[config.mk]
export PLATFORM = sky130hd
export DESIGN_NAME = halftone_stream_converter
export DESIGN_NICKNAME = d
export VERILOG_FILES = /design/src/rtl/halftone_stream_converter.sv
export SDC_FILE = /design/constraint.sdc
export NUM_CORES = 1
export LEC_CHECK = 0
export BUFFER_PORTS_ARGS = -buffer_cell sky130_fd_sc_hd__buf_2
export CAP_MARGIN = 10
export CELL_PAD_IN_SITES_DETAIL_PLACEMENT = 1
export CELL_PAD_IN_SITES_GLOBAL_PLACEMENT = 2
export CORE_MARGIN = 5
export CORE_UTILIZATION = 31
export CTS_CLUSTER_DIAMETER = 50
export DETAILED_ROUTE_END_ITERATION = 12
export PLACE_DENSITY = 0.85
export SLEW_MARGIN = 20
export SYNTH_ARGS = -nofsm -noshare
export SYNTH_HDL_FRONTEND = slang
export SYNTH_SLANG_ARGS = --single-unit
[constraint.sdc]
create_clock -name clock -period 1.8 [get_ports clock]
set_clock_uncertainty 0.1 [all_clocks]
set_input_delay 0.27 -clock clock [delete_from_list [all_inputs] [get_ports clock]]
set_output_delay 0.27 -clock clock [all_outputs]
set_load 0.05 [all_outputs]
[src/rtl/halftone_stream_converter.sv]
// halftone_stream_converter
//
// Streaming grey-scale to halftone converter. Pixels arrive in raster order
// over a valid/ready handshake. Each pixel is quantised to one bit, and each
// completed row is emitted as a single L-bit word over a second valid/ready
// handshake.
//
// Build option:
//   HALFTONE_DIFFUSION_EN  defined   : Floyd-Steinberg error diffusion. The
//                                      right-hand error is a carry register;
//                                      the next-row errors live in one row
//                                      buffer.
//   HALFTONE_DIFFUSION_EN  undefined : plain threshold at 2^(W-1). The carry
//                                      and error storage are not built.
//
// Ports:
//   clock          : single clock; all state changes on the rising edge
//   reset          : asynchronous, active-low; clears all state
//   pixel_in       : unsigned W-bit pixel
//   pixel_valid    : pixel_in / pixel_sof valid
//   pixel_sof      : pixel is row 0, column 0 of a new frame (resync)
//   pixel_ready    : pixel accepted when pixel_valid && pixel_ready
//   htpv_row       : halftone row; bit 1 is column 1
//   htpv_valid     : htpv_row valid
//   htpv_ready     : row taken when htpv_valid && htpv_ready
//   htpv_row_index : 0-based row number of htpv_row
//   htpv_frame_end : htpv_row is the last row of the frame
module halftone_stream_converter #(
  parameter int PIXEL_WIDTH = 8,
  parameter int ROW_LENGTH  = 8,
  parameter int NUM_ROWS    = 6
) (
  input  logic                   clock,
  input  logic                   reset,
  input  logic [PIXEL_WIDTH-1:0] pixel_in,
  input  logic                   pixel_valid,
  input  logic                   pixel_sof,
  output logic                   pixel_ready,
  output logic [1:ROW_LENGTH]    htpv_row,
  output logic                   htpv_valid,
  input  logic                   htpv_ready,
  output logic [((NUM_ROWS > 1) ? $clog2(NUM_ROWS) : 1)-1:0] htpv_row_index,
  output logic                   htpv_frame_end
);
  localparam int W  = PIXEL_WIDTH;
  localparam int L  = ROW_LENGTH;
  localparam int R  = NUM_ROWS;
  localparam int CW = $clog2(L);
  localparam int RW = (R > 1) ? $clog2(R) : 1;
  localparam logic [CW-1:0] COL_LAST = CW'(L - 1);
  localparam logic [RW-1:0] ROW_LAST = RW'(R - 1);

  // HOLD is encoded with bit 1 set so that htpv_valid is a plain flop output.
  typedef enum logic [1:0] {IDLE = 2'b00, FILL = 2'b01, HOLD = 2'b10} state_t;

  state_t        state_reg;
  logic [CW-1:0] col_reg;
  logic [RW-1:0] row_reg;
  logic [1:L]    row_buf_reg;
  logic [1:L]    row_buf_next;
  logic [1:L]    htpv_row_reg;
  logic [RW-1:0] htpv_row_index_reg;
  logic          htpv_frame_end_reg;

  logic          accept;
  logic          last_col;
  logic          row_wrap;
  logic          bit_b;
  logic [CW-1:0] col_eff;
  logic [RW-1:0] row_eff;

  // A start-of-frame pixel is processed as if the counters were already at 0.
  assign accept   = pixel_valid && pixel_ready;
  assign col_eff  = pixel_sof ? '0 : col_reg;
  assign row_eff  = pixel_sof ? '0 : row_reg;
  assign last_col = (col_eff == COL_LAST);
  assign row_wrap = (row_eff == ROW_LAST);

  // Only the last column has to wait for the output register to drain.
  assign pixel_ready = !((col_reg == COL_LAST) && state_reg[1] && !htpv_ready);

`ifdef HALFTONE_DIFFUSION_EN
  localparam int EW = W + 3;
  localparam int PW = EW + 3;
  localparam logic signed [EW-1:0] V_HALF = EW'(1 << (W - 1));
  localparam logic signed [EW-1:0] V_FULL = EW'((1 << W) - 1);

  logic signed [EW-1:0] carry_reg;
  logic signed [EW-1:0] carry_eff;
  logic signed [EW-1:0] cur_sel;
  logic signed [EW-1:0] v;
  logic signed [EW-1:0] e_raw;
  logic signed [EW-1:0] e;
  logic signed [PW-1:0] e_ext;
  logic signed [EW-1:0] d7, d5, d3, d1;
  logic signed [EW-1:0] err_cur_w [L];

  assign carry_eff = pixel_sof ? '0 : carry_reg;
  assign cur_sel   = pixel_sof ? '0 : err_cur_w[col_eff];
  assign v         = $signed({3'b000, pixel_in}) + carry_eff + cur_sel;
  assign bit_b     = (v >= V_HALF);
  assign e_raw     = bit_b ? (v - V_FULL) : v;

  always_comb begin
    e = e_raw;
    if (e_raw > V_FULL) begin
      e = V_FULL;
    end else if (e_raw < -V_FULL) begin
      e = -V_FULL;
    end
  end

  // Weights built from shifts and adds; >>> on the signed value rounds
  // toward minus infinity.
  assign e_ext = {{(PW - EW){e[EW-1]}}, e};
  assign d7 = EW'(((e_ext <<< 3) - e_ext) >>> 4);
  assign d5 = EW'(((e_ext <<< 2) + e_ext) >>> 4);
  assign d3 = EW'(((e_ext <<< 1) + e_ext) >>> 4);
  assign d1 = EW'(e_ext >>> 4);

  always_ff @(posedge clock or negedge reset) begin
    if (!reset) begin
      carry_reg <= '0;
    end else if (accept) begin
      carry_reg <= last_col ? '0 : d7;
    end
  end

  // Per-column error storage. err_nxt for column gi receives 5/16 from its
  // own pixel, 1/16 from the pixel to its left and 3/16 from the pixel to
  // its right.
  for (genvar gi = 0; gi < L; gi++) begin : g_err
    logic signed [EW-1:0] cur_reg;
    logic signed [EW-1:0] nxt_reg;
    logic signed [EW-1:0] nxt_upd;
    logic signed [EW-1:0] from_self;
    logic signed [EW-1:0] from_left;
    logic signed [EW-1:0] from_right;

    assign from_self = (col_eff == CW'(gi)) ? d5 : '0;
    if (gi > 0) begin : g_left
      assign from_left = (col_eff == CW'(gi - 1)) ? d1 : '0;
    end else begin : g_no_left
      assign from_left = '0;
    end
    if (gi < L - 1) begin : g_right
      assign from_right = (col_eff == CW'(gi + 1)) ? d3 : '0;
    end else begin : g_no_right
      assign from_right = '0;
    end
    assign nxt_upd = (pixel_sof ? '0 : nxt_reg) + from_self + from_left + from_right;

    always_ff @(posedge clock or negedge reset) begin
      if (!reset) begin
        cur_reg <= '0;
        nxt_reg <= '0;
      end else if (accept) begin
        if (last_col) begin
          cur_reg <= row_wrap ? '0 : nxt_upd;
          nxt_reg <= '0;
        end else begin
          if (pixel_sof) begin
            cur_reg <= '0;
          end
          nxt_reg <= nxt_upd;
        end
      end
    end

    assign err_cur_w[gi] = cur_reg;
  end
`else
  localparam logic [W-1:0] PIX_HALF = W'(1 << (W - 1));

  assign bit_b = (pixel_in >= PIX_HALF);
`endif

  // Current pixel's bit merged into the row under construction.
  for (genvar gi = 0; gi < L; gi++) begin : g_bit
    assign row_buf_next[gi+1] = (col_eff == CW'(gi)) ? bit_b : row_buf_reg[gi+1];
  end

  always_ff @(posedge clock or negedge reset) begin
    if (!reset) begin
      state_reg          <= IDLE;
      col_reg            <= '0;
      row_reg            <= '0;
      row_buf_reg        <= '0;
      htpv_row_reg       <= '0;
      htpv_row_index_reg <= '0;
      htpv_frame_end_reg <= 1'b0;
    end else begin
      if (accept) begin
        row_buf_reg <= row_buf_next;
        if (last_col) begin
          col_reg <= '0;
          row_reg <= row_wrap ? '0 : row_eff + RW'(1);
        end else begin
          col_reg <= col_eff + CW'(1);
          row_reg <= row_eff;
        end
      end

      // Loading a new row takes priority: a handshake on the same edge just
      // retires the old row while valid stays high.
      if (accept && last_col) begin
        htpv_row_reg       <= row_buf_next;
        htpv_row_index_reg <= row_eff;
        htpv_frame_end_reg <= row_wrap;
        state_reg          <= HOLD;
      end else if (state_reg == HOLD && htpv_ready) begin
        state_reg <= FILL;
      end else if (state_reg == IDLE && accept) begin
        state_reg <= FILL;
      end
    end
  end

  assign htpv_valid     = state_reg[1];
  assign htpv_row       = htpv_row_reg;
  assign htpv_row_index = htpv_row_index_reg;
  assign htpv_frame_end = htpv_frame_end_reg;

endmodule

* Word-level counts from Yosys, hierarchy flattened *
Cells that the tools add are included.

storage, ports and cells
  output and inout bits = 14
  register bits = 28
  logic and storage cells = 47
  input port bits = 13

cells by class
  eq/ne operators = 10
  magnitude comparators = 1
  reductions and logical operators = 11
  multiplexer cells = 16
  add/sub/neg operators = 2

operators by type and width
  kind                                                      number
  == test 3 bit, second input constant                      6
  2-to-1 mux 3 bit                                          5
  greater-or-equal comparator 8 bit, second input constant  1
  2-to-1 mux 1 bit                                          8
  adder 3 x 1 -> 3 bit, second input constant               2
  == test 3 x 2 -> 1 bit, second input constant             2
  logical AND 1 bit                                         6
  2-to-1 mux 2 bit                                          3
  == test 3 x 1 -> 1 bit, second input constant             1
  logical NOT 3 bit                                         1
  nonzero test 3 bit                                        1
  == test 2 bit, second input constant                      1
  logical NOT 1 bit                                         2
  logical NOT 2 bit                                         1

* Logic depth before layout (Yosys ltp) *
Gate-level depths: netlist of the first run.

  depth after elaboration = 9
  mapped depth = 10
  gate-level depth less buffers = 8

* Worst setup path before layout of the first run *
No wires, ideal clock.

  kind = input-to-reg
  from = input port pixel_sof
  to = register htpv_row_reg (netlist bit htpv_row[2])
  data required time = 1.573 ns
  path buffers = 2
  arrival time = 1.701 ns
  slack = -0.128 ns
  library setup time = 0.127 ns
  stages on the path = 10
  cells stage by stage = buf_2 or2b_1 inv_1 ha_1 ha_1 nand2_1 a21o_2 buf_2 nand2_1 o21ai_0

on the way
  cells in the longest elaborated chain, start to end = 3
  elaborated cells on any way between the ends = 5
  those cells by class = 2 x eq/ne; 2 x mux; 1 x reduce/logical

ends and longest elaborated chain
  what                                                     RTL line  text
  from (decl)                                              37        input logic pixel_sof,
  2-to-1 mux 3 bit *                                       74        assign col_eff = pixel_sof ? '0 : col_reg;
  == test 3 x 1 -> 1 bit or == test 3 bit (tied branches)  180, 76
  2-to-1 mux 1 bit or logical AND 1 bit (tied branches)    180, 206
  to (signal assigned)                                     207       htpv_row_reg <= row_buf_next;
  to (decl)                                                61        logic [1:L] htpv_row_reg;

Mark *: on every way between the ends. The rest lies on a longest branch, timed or not.
A chain may end at the register's enable or synchronous reset.

* Final worst setup path of the first run *
  from = register col_reg[1]
  to = register row_reg[1]

on the way
  cells in the longest elaborated chain, start to end = 5
  elaborated cells on any way between the ends = 8
  those cells by class = 2 x eq/ne; 2 x mux; 4 x reduce/logical

ends and longest elaborated chain
  what                            RTL line  text
  from (decl)                     57        logic [CW-1:0] col_reg;
  from (signal assigned)          199       col_reg <= col_eff + CW'(1);
  == test 3 bit                   80        assign pixel_ready = !((col_reg == COL_LAST) && state_reg[1] && !htpv_ready);
  logical AND 1 bit (2 in a row)  80
  logical NOT 1 bit               80
  logical AND 1 bit               73        assign accept = pixel_valid && pixel_ready;
  to (signal assigned)            197       row_reg <= row_wrap ? '0 : row_eff + RW'(1);
  to (signal assigned)            200       row_reg <= row_eff;
  to (decl)                       58        logic [RW-1:0] row_reg;

Several ways; a longest one is shown, not always the timed one.

==> impl_table.tex, run 1 <==
\begin{tabular}{lr}
\hline
Metric & Value \\
\hline
\multicolumn{2}{l}{\textbf{CTS}} \\
Maximum root-to-sink buffer count & 2 \\
CTS tree & yes \\
Number of clock sinks & 27 \\
Clock Root Buffer & sky130\_fd\_sc\_hd\_\_clkbuf\_8 \\
Clock-pin transition on the worst setup and hold timing paths & approximately 100 ps \\
Inserted Clock Buffers & 3 \\
Insertion delay of the later-clocked pin in the worst-skew pair & $\sim$270 ps \\
Clock H-tree levels & 1 \\
\multicolumn{2}{l}{\textbf{Setup path}} \\
Reg-to-reg critical path endpoint & row\_reg[1] \\
Signal arrival time at the worst endpoint & roughly 1900 ps \\
R2r worst-path depth & 7 \\
Stage delay of the slowest cell on the critical path & 400 ps \\
Endpoint required time on the critical path & roughly 1900 ps \\
Cell Chain, Critical Path & or2b\_1 -> inv\_2 -> ha\_4 -> ha\_4 -> nand2\_4 -> or4\_1 -> o21ai\_1 \\
Capturing element type of the critical path & flop \\
Critical path class & flop to flop \\
R2r startpoint & col\_reg[1] \\
Register-to-Register Setup Slack & between 10 and 15 ps \\
Cell occurring most often along the worst timing path & sky130\_fd\_sc\_hd\_\_ha\_4 \\
Maximum fanout count along the critical path & 3 \\
Startpoint kind of the worst setup timing path & flop \\
Highest-delay cell along the critical path & sky130\_fd\_sc\_hd\_\_or4\_1 \\
\multicolumn{2}{l}{\textbf{Final layout}} \\
Nets@finish & between 150 and 200 \\
FF+latch area & 675.6 µm² \\
Flip-flop count of the largest register after layout & 8 \\
Area of the multi-input gates & roughly 770 µm² \\
Fin cells & between 200 and 250 \\
Final cell area excluding filler cells & between 1500 and 2000 µm² \\
Layout area overhead & 34.73\% \\
Count of filler cells inserted in the layout & 510 \\
Diodes inserted & 0 \\
Proportion of layout cells with a drive suffix above 1 & 0.4788 \\
\multicolumn{2}{l}{\textbf{STA}} \\
Max-slew violation total from the final report & 0 \\
Maximum clock frequency & 0.5595 GHz \\
Measured slew at the worst slew-check pin & between 600 and 700 ps \\
RSZ-0062 raised after global routing & true \\
Final worst path period share & 0.9929 \\
Final Critical Period & 1787 ps \\
Fin. Hold Viols & 0 \\
Max-Slew Margin vs Limit & 0.5911 \\
Setup-violating endpoint count in the final report & 0 \\
\multicolumn{2}{l}{\textbf{Global route}} \\
Wire length of the first global-routing pass & approximately 5.2 mm \\
Pin count of the biggest net entering global routing & 28 \\
Via count of the first global-routing pass & between 1000 and 1500 \\
Overall Global Routing Usage & 0.1060 \\
Initial antenna violation count & 0 \\
Total global routing overflow & 0 \\
\multicolumn{2}{l}{\textbf{Floorplan}} \\
Core area & $\sim$4300 µm² \\
Standard-cell rows & 24 \\
Io pins & 27 \\
Vertical extent of the die & roughly 77 µm \\
Die Wd & 76.54 µm \\
Effective utilization at floorplan & 0.3174 \\
Total Die Area & 5858 µm² \\
\multicolumn{2}{l}{\textbf{Worst hold path}} \\
Instance count along the most critical hold path & 4 \\
Class of the tightest hold or removal check & input pin to flop \\
Worst-case hold path end point & state\_reg[1] \\
Launch point of the worst hold path & htpv\_ready \\
\multicolumn{2}{l}{\textbf{Route}} \\
Post-detailed-route DRC marker count & 0 \\
Length of the first detailed-routing pass in iterations & 4 \\
1st-iter DRT viols & 22 \\
Vias per inst & 4.816 \\
Average routed wire per standard cell & roughly 15 µm \\
Post-detailed-routing wire length & between 3 and 4 mm \\
Final ANT Viol Nets & 0 \\
Vias after detailed routing & 1045 \\
\multicolumn{2}{l}{\textbf{Logic synthesis}} \\
Leading post-synthesis cells by instance count & 29 x sky130\_fd\_sc\_hd\_\_nand2\_1, 27 x sky130\_fd\_sc\_hd\_\_dfrtp\_1, 13 x sky130\_fd\_sc\_hd\_\_o21ai\_0, 7 x sky130\_fd\_sc\_hd\_\_mux2i\_1, 6 x sky130\_fd\_sc\_hd\_\_ha\_1 \\
Post-synthesis register bit count & 27 \\
Area share of xor/xnor cells in the synthesized design & 0 \\
Leading register cell type out of synthesis & sky130\_fd\_sc\_hd\_\_dfrtp\_1 \\
Proportion of synthesized chip area in sequential cells & 0.4923 \\
Count of different cell masters after synthesis & 33 \\
Net count of the mapped netlist & roughly 150 \\
Dominant combinational cell family by area after synthesis & simple AND/OR/NAND/NOR gates \\
Fraction of registers with async set/reset & 1.000 \\
Synthesized-area fraction occupied by and/or/nand/nor cells & 0.1805 \\
Largest cells by area after synthesis & sky130\_fd\_sc\_hd\_\_dfrtp\_1 49\%, sky130\_fd\_sc\_hd\_\_nand2\_1 7.9\%, sky130\_fd\_sc\_hd\_\_ha\_1 5.5\% \\
Proportion of netlist area held by the largest area contributor & 0.4923 \\
Cell count after synthesis & $\sim$130 \\
Multiplexer fraction of the synthesized cell area & 0.1167 \\
Number of warnings printed during yosys synthesis & 0 \\
Share of synthesized cell area in full adder, half adder and majority cells & 0.05469 \\
Area of the mapped netlist & between 1000 and 1500 µm² \\
Count of flip-flops with a built-in enable after synthesis & 0 \\
Syn\_area\_per\_cell & 10.64 µm² \\
Compound-gate portion of the synthesized area & 0.1203 \\
Most used standard cell by instance count after synthesis & sky130\_fd\_sc\_hd\_\_nand2\_1 \\
Largest area contributor in the netlist & sky130\_fd\_sc\_hd\_\_dfrtp\_1 \\
\multicolumn{2}{l}{\textbf{Power}} \\
IR drop worst, VDD & between 0.3 and 0.4 mV \\
Power density over cell area & 783.8 nW/µm² \\
Pwr Total & 1.450 mW \\
Cell leakage power & 0.9279 nW \\
\multicolumn{2}{l}{\textbf{Run}} \\
Max-capacitance violation count & 0 \\
\multicolumn{2}{l}{\textbf{Placed design}} \\
Placed insts & between 200 and 250 \\
Detailed placement HPWL & approximately 2.3 mm \\
Placed Instance Area & approximately 1600 µm² \\
Number of input and output port buffers inserted & 19 \\
Last weighted congestion value of the routability-driven placer & roughly 0.81 \\
\multicolumn{2}{l}{\textbf{Run status}} \\
Outcome & complete, no violations \\
\hline
\end{tabular}
## per-layer routing
layer  part of all wire  vias to the layer above  track usage
met3              0.011                        2     0.007092
li1                   -                      506            -
met4              0.011                        0      0.03671
met2               0.56                       10       0.2046
met5                  0                        -            0
met1               0.42                      527       0.1204
## metrics by stage
step	hold slack, ps	TNS, ps	worst slack, ps	util
3_3_place_gp	208.6	-98.13	-15.19	0.3788
2_1_floorplan	-125.6	-45.71	-5.477	-
3_5_place_dp	222.3	-451.2	-63.44	0.3788
4_1_cts	223.0	0	7.117	0.3929
5_1_grt	253.7	-379.1	-43.53	0.4277
6_report	232.7	0	12.85	0.4277
## cell families after synthesis
kind of cell,Yosys count
flops,27
buf+inv,10
mux,14
compound gates,24
fa+ha+maj,6
simple gates,48
## layout make-up
cell class | instances | share of cell area
Multi-Input combinational cell | 92 | 0.4175
Sequential cell | 27 | 0.3654
Tap cell | 52 | 0.03518
Clock buffer | 4 | 0.02436
Inverter | 5 | 0.01015
Timing Repair Buffer | 37 | 0.1475
## power by group
group | switching, mW | total, mW | internal, mW
Clock | 0.192 | 0.351 | 0.158
Sequential | 0.0537 | 0.739 | 0.685
Combinational | 0.195 | 0.360 | 0.165
Total | 0.441 | 1.45 | 1.01
## what timing repair did
action,in CTS,in global routing
endpoints found under the hold margin,27,0
hold buffers,1,0
pin swaps,0,10
buffers inserted,0,3
gates resized for setup,2,38
cloned,0,1
endpoints found under the setup margin,6,15
## layout by cell type, fill, tap and decap left out, types with 2 or more instances in the layout
cell,netlist,routed
sky130_fd_sc_hd__a21oi_1,2,2
sky130_fd_sc_hd__buf_2,2,18
sky130_fd_sc_hd__buf_4,0,14
sky130_fd_sc_hd__buf_6,1,2
sky130_fd_sc_hd__clkbuf_8,0,3
sky130_fd_sc_hd__dfrtp_1,27,27
sky130_fd_sc_hd__ha_1,6,3
sky130_fd_sc_hd__ha_4,0,2
sky130_fd_sc_hd__inv_1,5,4
sky130_fd_sc_hd__mux2_2,4,4
sky130_fd_sc_hd__mux2_4,3,3
sky130_fd_sc_hd__mux2i_1,7,7
sky130_fd_sc_hd__nand2_1,29,18
sky130_fd_sc_hd__nand2_2,0,6
sky130_fd_sc_hd__nand2_4,0,5
sky130_fd_sc_hd__nand2b_1,3,3
sky130_fd_sc_hd__nor2_1,4,2
sky130_fd_sc_hd__nor2_2,2,4
sky130_fd_sc_hd__nor2b_4,2,2
sky130_fd_sc_hd__o21ai_0,13,4
sky130_fd_sc_hd__o21ai_1,0,5
sky130_fd_sc_hd__o21ai_2,0,4
## worst max-delay path, delay by kind of cell (launching register included)
kind	cells	cell delay [ps]
AOI/OAI and AO/OA	1	160
adders and majority gates	2	300
buffers and inverters	1	90
DFF	1	350
and+or+nand+nor	3	700
## how the worst max path moves through the flow
stage	startpoint	end	slack (ps)
2_1_floorplan	pixel_sof	htpv_row[2]	-5
3_3_place_gp	pixel_sof	htpv_row[6]	-20
3_5_place_dp	pixel_sof	htpv_row[2]	-60
4_1_cts	col_reg[1]	htpv_row[2]	7
5_1_grt	col_reg[1]	row_reg[1]	-40
6_report	col_reg[1]	row_reg[1]	10
Note: power is estimated with default switching activity, not from simulation.
==> inputs of run 2 (changes only) <==
RECOVER_POWER = 25   (was not set)
==> run 2 against run 1 <==
Via count is the same. Maximum frequency unchanged. Cell area unchanged. Sequential cell count unchanged. Total power hardly changed. Global-route usage unchanged. Clock power about the same. Critical path depth stayed put. Critical endpoint unchanged.
==> impl_table.tex, run 2 (synthesis gave the netlist of run 1 again) <==
\begin{tabular}{lr}
\hline
Metric & Value \\
\hline
\multicolumn{2}{l}{\textbf{CTS}} \\
Maximum root-to-sink buffer count & 2 (unchanged) \\
Clock Root Buffer & sky130\_fd\_sc\_hd\_\_clkbuf\_8 \\
Clock H-tree levels & 1 (unchanged) \\
Insertion delay of the later-clocked pin in the worst-skew pair & 270 ps (about the same) \\
Clock-pin transition on the worst setup and hold timing paths & 100 ps (about the same) \\
Number of clock sinks & 27 (unchanged) \\
Inserted Clock Buffers & 3 (unchanged) \\
CTS tree & yes \\
\multicolumn{2}{l}{\textbf{Global route}} \\
Via count of the first global-routing pass & 1134 (unchanged) \\
Pin count of the biggest net entering global routing & 28 (unchanged) \\
Overall Global Routing Usage & 0.1060 (unchanged) \\
Total global routing overflow & 0 (unchanged) \\
Wire length of the first global-routing pass & 5.230 mm (unchanged) \\
Initial antenna violation count & 0 (unchanged) \\
\multicolumn{2}{l}{\textbf{Power}} \\
Internal power of the cells & 1.008 mW (about the same) \\
Share of power burned in registers & 0.510 (about the same) \\
Switching Fraction & 0.3044 (about the same) \\
Power density over cell area & 783.8 nW/µm² (about the same) \\
Logic gate share of total power & 0.248 (about the same) \\
Cell leakage power & 0.9282 nW (about the same) \\
Pwr Total & 1.450 mW (about the same) \\
Clock share of power & 0.242 (about the same) \\
Switching Power & 0.4412 mW (about the same) \\
IR drop worst, VDD & 0.3182 mV (about the same) \\
\multicolumn{2}{l}{\textbf{Placed design}} \\
Detailed placement HPWL & 2.270 mm (unchanged) \\
Pre-CTS worst setup slack & -63.44 ps (unchanged) \\
Number of input and output port buffers inserted & 19 (unchanged) \\
Last weighted congestion value of the routability-driven placer & 0.8116 (unchanged) \\
\multicolumn{2}{l}{\textbf{Floorplan}} \\
Effective utilization at floorplan & 0.3174 (unchanged) \\
Core area & 4324 µm² (unchanged) \\
Die Wd & 76.54 µm (unchanged) \\
Standard-cell rows & 24 (unchanged) \\
Io pins & 27 (unchanged) \\
Vertical extent of the die & 76.54 µm (unchanged) \\
Total Die Area & 5858 µm² (unchanged) \\
\multicolumn{2}{l}{\textbf{Final layout}} \\
Util after Layout & 0.4277 (unchanged) \\
Proportion of layout cells with a drive suffix above 1 & 0.4788 (unchanged) \\
Count of filler cells inserted in the layout & 510 (unchanged) \\
Layout area overhead & 34.73\% (unchanged) \\
Commonest non-fill, non-tap cells in the layout & 27 x sky130\_fd\_sc\_hd\_\_dfrtp\_1, 18 x sky130\_fd\_sc\_hd\_\_nand2\_1, 17 x sky130\_fd\_sc\_hd\_\_buf\_2 \\
Diodes inserted & 0 (unchanged) \\
Flip-flop count of the largest register after layout & 8 (unchanged) \\
Most common cell after layout, fill and taps aside & sky130\_fd\_sc\_hd\_\_dfrtp\_1 \\
Nets@finish & 185 (unchanged) \\
\multicolumn{2}{l}{\textbf{Worst hold path}} \\
Class of the tightest hold or removal check & input pin to flop \\
Instance count along the most critical hold path & 4 (unchanged) \\
Launch point of the worst hold path & htpv\_ready \\
Worst-case hold path end point & state\_reg[1] \\
\multicolumn{2}{l}{\textbf{STA}} \\
Fin. Hold Viols & 0 (unchanged) \\
Final Critical Period & 1787 ps (unchanged) \\
Max-slew violation total from the final report & 0 (unchanged) \\
Max-Slew Margin vs Limit & 0.5450 (-0.04611) \\
RSZ-0062 raised after global routing & true \\
Final worst setup slack & 12.85 ps (unchanged) \\
Maximum clock frequency & 0.5595 GHz (unchanged) \\
Setup-violating endpoint count in the final report & 0 (unchanged) \\
Measured slew at the worst slew-check pin & 682.5 ps (+69.17 ps) \\
Final worst path period share & 0.9929 (unchanged) \\
\multicolumn{2}{l}{\textbf{Route}} \\
Post-detailed-routing wire length & 3.218 mm (about the same) \\
Vias per inst & 4.816 (unchanged) \\
Post-detailed-route DRC marker count & 0 (unchanged) \\
Vias after detailed routing & 1045 (unchanged) \\
Length of the first detailed-routing pass in iterations & 4 (unchanged) \\
Average routed wire per standard cell & 14.83 µm (about the same) \\
1st-iter DRT viols & 22 (unchanged) \\
Final ANT Viol Nets & 0 (unchanged) \\
\multicolumn{2}{l}{\textbf{Run status}} \\
Outcome & complete, no violations \\
\multicolumn{2}{l}{\textbf{Setup path}} \\
Critical path class & flop to flop \\
Startpoint kind of the worst setup timing path & flop \\
Signal arrival time at the worst endpoint & 1880 ps (about the same) \\
Reg-to-reg critical path endpoint & row\_reg[1] \\
Register-to-Register Setup Slack & 10 ps (about the same) \\
R2r worst-path depth & 7 (unchanged) \\
Maximum fanout count along the critical path & 3 (unchanged) \\
Capturing element type of the critical path & flop \\
R2r startpoint & col\_reg[1] \\
Endpoint required time on the critical path & 1900 ps (about the same) \\
\multicolumn{2}{l}{\textbf{Run}} \\
Max-capacitance violation count & 0 (unchanged) \\
\hline
\end{tabular}
run 2: how the worst max path moves through the flow:
stage,startpoint,endpoint,slack [ps],cells past startpoint
2_1_floorplan,pixel_sof,htpv_row[2],-5,10
3_3_place_gp,pixel_sof,htpv_row[6],-20,10
3_5_place_dp,pixel_sof,htpv_row[2],-60,9
4_1_cts,col_reg[1],htpv_row[2],7,8
5_1_grt,col_reg[1],row_reg[1],-40,7
6_report,col_reg[1],row_reg[1],10,7
run 2: repair_timing:
item	4_1_cts	5_1_grt
hold buffers	1	0
gates cloned	0	1
resized for setup	2	38
pin swaps	0	10
buffers inserted	0	3
endpoints found under the hold margin	27	0
endpoints found under the setup margin	6	15
run 2: through the flow:
stage / instances / TNS, ps / instance area, µm² / hold WS (ps)
final: 217 / 0 / 1849 / 232.7
after global routing: 217 / -379.1 / 1849 / 253.7
after detailed placement: 208 / -451.2 / 1638 / 222.3
after CTS: 213 / 0 / 1699 / 223.0
after global placement: 208 / -98.13 / 1638 / 208.6
after floorplan: 129 / -45.71 / 1411 / -125.6
run 2: layer usage:
layer  up-vias  wire length [µm]  track usage
met2        10              1789       0.2046
met4         0                34      0.03671
met3         2                37     0.007092
li1        506                 -            -
met1       527              1356       0.1204
met5         -                 0            0
run 2: layout make-up:
type	instances	area [µm²]	area share
clock buffers	4	45.04	0.02436
inverters	5	18.77	0.01015
multi-input cells	92	772.0	0.4175
flip-flops and latches	27	675.6	0.3654
well taps	52	65.06	0.03518
repair buffers	37	272.8	0.1475
run 2: power by group through the flow:
stage	logic, mW	clock network, mW	registers (mW)
2_1_floorplan	0.192	0	0.779
3_3_place_gp	0.317	0	0.739
3_5_place_dp	0.330	0	0.746
4_1_cts	0.335	0.358	0.734
5_1_grt	0.396	0.388	0.750
6_report	0.360	0.351	0.739
run 2: worst max-delay path, stage by stage, from the launching register on:
cell	delay (ps)
sky130_fd_sc_hd__dfrtp_1	350
sky130_fd_sc_hd__or2b_1	250
sky130_fd_sc_hd__inv_2	90
sky130_fd_sc_hd__ha_4	140
sky130_fd_sc_hd__ha_4	160
sky130_fd_sc_hd__nand2_4	50
sky130_fd_sc_hd__or4_1	400
sky130_fd_sc_hd__o21ai_1	160
